## config.mk

```make
export PLATFORM = sky130hd
export DESIGN_NAME = swd_xfer_ctl
export DESIGN_NICKNAME = d
export VERILOG_FILES = /design/src/rtl/swd_xfer_ctl.sv
export SDC_FILE = /design/constraint.sdc
export NUM_CORES = 1
export LEC_CHECK = 0
export ABC_AREA = 0
export BUFFER_PORTS_ARGS = -buffer_cell sky130_fd_sc_hd__buf_2
export CAP_MARGIN = 15
export CORE_MARGIN = 4
export CORE_UTILIZATION = 48
export CTS_CLUSTER_SIZE = 25
export DETAILED_ROUTE_END_ITERATION = 12
export MAX_ROUTING_LAYER = met4
export PLACE_DENSITY = 0.92
export SLEW_MARGIN = 15
export SYNTH_ARGS = -nofsm -noshare
export SYNTH_HDL_FRONTEND = slang
export SYNTH_SLANG_ARGS = --single-unit
export TNS_END_PERCENT = 10
```

## constraint.sdc

```tcl
create_clock -name clk -period 2.57 [get_ports clk]
set_clock_uncertainty 0.05 [all_clocks]
set_input_delay 0.3855 -clock clk [delete_from_list [all_inputs] [get_ports clk]]
set_output_delay 0.3855 -clock clk [all_outputs]
set_load 0.02 [all_outputs]
```

## src/rtl/swd_xfer_ctl.sv

```systemverilog
// swd_xfer_ctl: transfer sequencer in front of the SWD bit engine.
// Takes one DP/AP command, launches it with go/idle, retries on WAIT,
// detects an engine that never starts, and returns one response per command.
// Optional value-match read loop: define SWD_VALUE_MATCH_EN.
module swd_xfer_ctl #(
  parameter int WAIT_RETRY     = 100,
  parameter int LAUNCH_TIMEOUT = 4096,
  parameter int MATCH_RETRY    = 255
) (
  input  logic        clk,
  input  logic        rst,
  input  logic        cmd_valid,
  output logic        cmd_ready,
  input  logic        cmd_apndp,
  input  logic        cmd_rnw,
  input  logic [1:0]  cmd_addr,
  input  logic [31:0] cmd_wdata,
  input  logic        cmd_match,
  input  logic [31:0] match_mask,
  input  logic        abort,
  output logic        rsp_valid,
  input  logic        rsp_ready,
  output logic [2:0]  rsp_ack,
  output logic        rsp_perr,
  output logic [31:0] rsp_data,
  output logic [7:0]  rsp_waits,
  output logic        rsp_tmo,
  output logic        rsp_mismatch,
  output logic        swd_go,
  output logic [1:0]  swd_addr32,
  output logic        swd_rnw,
  output logic        swd_apndp,
  output logic [31:0] swd_dwrite,
  input  logic [2:0]  swd_ack,
  input  logic [31:0] swd_dread,
  input  logic        swd_perr,
  input  logic        swd_idle
);
  localparam int TW = $clog2(LAUNCH_TIMEOUT + 1);
  localparam logic [2:0] ACK_OK   = 3'b001;
  localparam logic [2:0] ACK_WAIT = 3'b010;

  typedef enum logic [2:0] {S_IDLE, S_LAUNCH, S_BUSY, S_EVAL, S_RESP} state_t;

  state_t         state;
  logic           apndp_q, rnw_q;
  logic [1:0]     addr_q;
  logic [31:0]    wdata_q;
  logic [TW-1:0]  timer;
  logic           mmiss;

`ifdef SWD_VALUE_MATCH_EN
  logic           match_q;
  logic [7:0]     mcnt;
  // a match-mode read whose masked value is not yet the one we wait for
  assign mmiss = rnw_q && match_q &&
                 ((swd_dread & match_mask) != (wdata_q & match_mask));
`else
  logic unused_match;
  assign unused_match = ^{cmd_match, match_mask};
  assign mmiss = 1'b0;
`endif

  // accept only when nothing is pending and the engine is quiet
  assign cmd_ready  = rst && (state == S_IDLE) && !rsp_valid && swd_idle;

  // engine sees the latched command for the whole transfer, retries included
  assign swd_addr32 = addr_q;
  assign swd_rnw    = rnw_q;
  assign swd_apndp  = apndp_q;
  assign swd_dwrite = wdata_q;

  // sequencer: launch, wait for engine, evaluate ACK, hold response
  always_ff @(posedge clk or negedge rst) begin
    if (!rst) begin
      state        <= S_IDLE;
      apndp_q      <= 1'b0;
      rnw_q        <= 1'b0;
      addr_q       <= 2'd0;
      wdata_q      <= 32'd0;
      timer        <= '0;
      swd_go       <= 1'b0;
      rsp_valid    <= 1'b0;
      rsp_ack      <= 3'd0;
      rsp_perr     <= 1'b0;
      rsp_data     <= 32'd0;
      rsp_waits    <= 8'd0;
      rsp_tmo      <= 1'b0;
      rsp_mismatch <= 1'b0;
`ifdef SWD_VALUE_MATCH_EN
      match_q      <= 1'b0;
      mcnt         <= 8'd0;
`endif
    end else begin
      case (state)
        S_IDLE: if (cmd_valid && cmd_ready) begin
          apndp_q      <= cmd_apndp;
          rnw_q        <= cmd_rnw;
          addr_q       <= cmd_addr;
          wdata_q      <= cmd_wdata;
`ifdef SWD_VALUE_MATCH_EN
          match_q      <= cmd_match;
`endif
          rsp_ack      <= 3'd0;
          rsp_perr     <= 1'b0;
          rsp_data     <= 32'd0;
          rsp_tmo      <= 1'b0;
          rsp_mismatch <= 1'b0;
          timer        <= '0;
          swd_go       <= 1'b1;
          state        <= S_LAUNCH;
        end
        S_LAUNCH: begin
          if (!swd_idle) begin
            swd_go <= 1'b0;
            timer  <= '0;
            state  <= S_BUSY;
          end else if (timer == TW'(LAUNCH_TIMEOUT - 1)) begin
            swd_go    <= 1'b0;
            rsp_tmo   <= 1'b1;
            rsp_ack   <= 3'd0;
            rsp_valid <= 1'b1;
            state     <= S_RESP;
          end else begin
            timer <= timer + 1'b1;
          end
        end
        // the engine always finishes a transfer it has started
        S_BUSY: if (swd_idle) state <= S_EVAL;
        S_EVAL: begin
          if (swd_ack == ACK_WAIT && rsp_waits < 8'(WAIT_RETRY) && !abort) begin
            if (rsp_waits != 8'hFF) rsp_waits <= rsp_waits + 8'd1;
            swd_go <= 1'b1;
            timer  <= '0;
            state  <= S_LAUNCH;
`ifdef SWD_VALUE_MATCH_EN
          end else if (swd_ack == ACK_OK && !(rnw_q && swd_perr) && mmiss &&
                       mcnt < 8'(MATCH_RETRY) && !abort) begin
            if (mcnt != 8'hFF) mcnt <= mcnt + 8'd1;
            swd_go <= 1'b1;
            timer  <= '0;
            state  <= S_LAUNCH;
`endif
          end else begin
            // every remaining outcome ends the command with a response
            rsp_ack   <= swd_ack;
            rsp_valid <= 1'b1;
            state     <= S_RESP;
            if (swd_ack == ACK_OK) begin
              rsp_perr     <= rnw_q && swd_perr;
              rsp_data     <= rnw_q ? swd_dread : 32'd0;
              rsp_mismatch <= rnw_q && !swd_perr && mmiss;
            end
          end
        end
        S_RESP: if (rsp_ready) begin
          rsp_valid <= 1'b0;
          rsp_waits <= 8'd0;
          timer     <= '0;
`ifdef SWD_VALUE_MATCH_EN
          mcnt      <= 8'd0;
`endif
          state     <= S_IDLE;
        end
        default: state <= S_IDLE;
      endcase
    end
  end
endmodule
```

==> impl_metrics.ini <==
[synth]
netlist_area_mm2 = 0.00464
synth_xor_area_share_pct = 0
ys_ff_latch = 99
yosysMostFrequentCell = dfrtp_1
synth_top_family_by_area = multiplexers
synth_fp_nets = 509
ys_seq_area_share_pct = 53.4
yosys_warnings = 0
synthSimpleGateAreaFrac_pct = 13.7
synthTopCellsByArea = dfrtp_1 53%, mux2_2 8.7%, mux2i_1 7.1%
synth_fa_ha_area_share_pct = 0.540
synth_compound_area_share_pct = 10.0
synth-edff-count = 0
post_synth_mux_area_share_pct = 15.9
syn-instance-count = 396
synth_area_leader_cell = dfrtp_1
yosysTopAreaCellShare_pct = 53.4
async_flop_share_pct = 100
syn_avg_cell_area_um2 = 11.7
yosysUniqueCellTypes = 70
synth-main-ff-cell = dfrtp_1
synth_top_cells_by_count = 99 x dfrtp_1, 44 x nand2_1, 40 x inv_1

[worst_setup_path]
worstPathMaxFanout = 11
cp-end-kind = flip-flop
worst_ep_required_time_ps = 2760
worst-r2r-cell-count = 5
critPathLaunchType = input port
cp_data_arrival_time_ps = 2450
critical_path_class = in -> reg

[grt]
grt_usage_pct = 20.7
antenna_found_initial = 0
grt_pass1_wl_um = 18300
first_global_vias = 3780
grt-ovfl-total = 0
grt_max_degree = 55

[sta]
rsz0062_at_grt = false
fin_tns_setup_ps = 0
setup_viol = 0
hold_viol = 0
drv_slew = 0
max_clock_freq_mhz = 443
fin_crit_sh_pct = 87.8
min_period_ps = 2260
worst_pin_slew_ps = 665
slew_headroom_pct = 55.6

[drt]
drtPass1Iterations = 5
drt-met1-wl_um = 4520
wl_met3_um = 743
drc_errors = 0
top_layer_used = met4
ant_nets = 0
routed_wl_um = 11100
met2_length_um = 5590
wire_per_inst_um = 16.0
vias_per_cell = 5.33
dr_total_vias = 3697
drt_iter0_markers = 367

[clock_network]
htreeDepth = 3
cts_root_buffer = clkbuf_8
clock_latency_ps = 360
cts-resized-gates = 0
clkTransAtPathRegs_ps = 110
numClockSinks = 99
cts_tree = built
cts_inserted_buffers = 9
cts_buffer_depth = 2

[place]
dpl.cell_count = 676
gp_congestion = 0.868
dp_hpwl_um = 8380
placement.io_buffers = 161

[floorplanning]
die-height_um = 106
initial_utilization_pct = 49.7
pin_count = 196
die_area_mm2 = 0.0113
core_area_mm2 = 0.00933
die_x_um = 106
num_rows = 35

[cells_and_area]
drive_above_1_share_pct = 42.9
fin_cells = 693
diodes = 0
nNetsFinal = 672
multi_input_area_mm2 = 0.00187
fill_cells = 757
seqCellArea_mm2 = 0.00248
syn2layout_area_growth_pct = 23.9

[outcome]
outcome = finished clean

[power_and_ir_drop]
p_comb_share_pct = 40.9
seqPwrFrac_pct = 42.4
cell_internal_pwr_w = 0.00343
p_leak_nw = 2.85
powerDensity_mw_per_mm2 = 1010
p_sw_w = 0.00238
irDropWorstVdd_mv = 0.619
swShare_pct = 40.9
p_clk_share_pct = 16.7

[hold_path]
holdPathStages = 2
hold_class = in -> reg

[flow_run]
max_cap_viol_count = 0
## placed cells by master (no fill, tap or decap), types with 3 or more instances in the layout
| cell | netlist | layout |
|---|---|---|
| a211o_1 | 4 | 4 |
| a21oi_1 | 11 | 11 |
| a31oi_1 | 4 | 4 |
| and3_1 | 6 | 6 |
| buf_2 | 7 | 160 |
| buf_4 | 1 | 8 |
| clkbuf_8 | 2 | 10 |
| dfrtp_1 | 99 | 99 |
| inv_1 | 40 | 40 |
| mux2_2 | 36 | 36 |
| mux2i_1 | 33 | 33 |
| nand2_1 | 44 | 44 |
| nand3_1 | 7 | 7 |
| nand4_1 | 8 | 8 |
| nor2_1 | 6 | 6 |
| nor3_1 | 5 | 5 |
| nor4_1 | 5 | 5 |
| o211a_1 | 3 | 3 |
| o211ai_1 | 4 | 4 |
| o21ai_0 | 7 | 7 |
| or4_1 | 3 | 3 |
## path summary, 6_finish.rpt
kind	end	slack (ps)	startpoint
hold / removal	swd_dwrite[3]	190	cmd_wdata[3]
setup reg to reg	timer[1]	460	timer[1]
setup / recovery	timer[1]	310	rst
min in group asynchronous	rsp_waits[6]	380	rst
max in group asynchronous	rsp_data[26]	1230	rst
hold reg to reg	swd_dwrite[14]	460	swd_dwrite[14]
## cells by family after synthesis
logic type      after synthesis
buf+inv                      59
compound gates               57
flops                        99
fa+ha+maj                     2
mux                          69
other cells                   1
simple gates                109
## critical path, stage by stage
cell and delay (ps):
dlygate4sd3_1 550, buf_4 200, nand4b_1 210, o311a_2 410, or3_4 380, a221o_1 300
## registers in the layout, indices dropped and copies added (netlist names), 2 cells and up
name	cells
state	3
rsp_data	32
swd_dwrite	32
rsp_ack	3
timer	13
rsp_waits	8
swd_addr32	2
## per-layer routing
| layer | vias to the layer above | global-route usage, % |
|---|---|---|
| li1 | 1714 | - |
| met1 | 1801 | 25.4 |
| met2 | 160 | 34.3 |
| met3 | 22 | 4.43 |
| met4 | 0 | 6.66 |
| met5 | - | - |
## power groups by stage
stage | registers [W] | clock network (W) | logic [W]
floorplan | 0.00309 | 0 | 0.000890
global placement | 0.00244 | 0 | 0.00230
detailed placement | 0.00249 | 0 | 0.00240
CTS | 0.00246 | 0.00101 | 0.00241
global route | 0.00254 | 0.00107 | 0.00257
finish | 0.00246 | 0.000972 | 0.00237
## timing repair
item / CTS / global route
buffers inserted: 0 / 0
hold endpoints to repair: 7 / 0
hold buffers: 1 / 0
## cell type report
class                           count  share of cell area, %
Sequential cell                    99                   43.1
Clock inverter                      6                  0.959
Clock buffer                       10                   2.40
Inverter                           41                   2.68
Tap cell                          129                   2.81
Multi-Input combinational cell    238                   32.5
Timing Repair Buffer              170                   15.5
## per-stage QoR
stage / hold WS [ps] / total power, W / instance area, µm² / utilization [%] / worst slack, ps
2_1_floorplan: 39.9 / 0.00398 / 4640 / - / 606
6_report: 193 / 0.00581 / 5740 / 61.6 / 315
4_1_cts: 176 / 0.00587 / 5740 / 61.6 / 330
3_3_place_gp: 167 / 0.00474 / 5540 / 59.4 / 552
5_1_grt: 181 / 0.00618 / 5740 / 61.6 / 220
3_5_place_dp: 170 / 0.00489 / 5540 / 59.4 / 496
No activity file was read; power rests on OpenSTA's default activity.
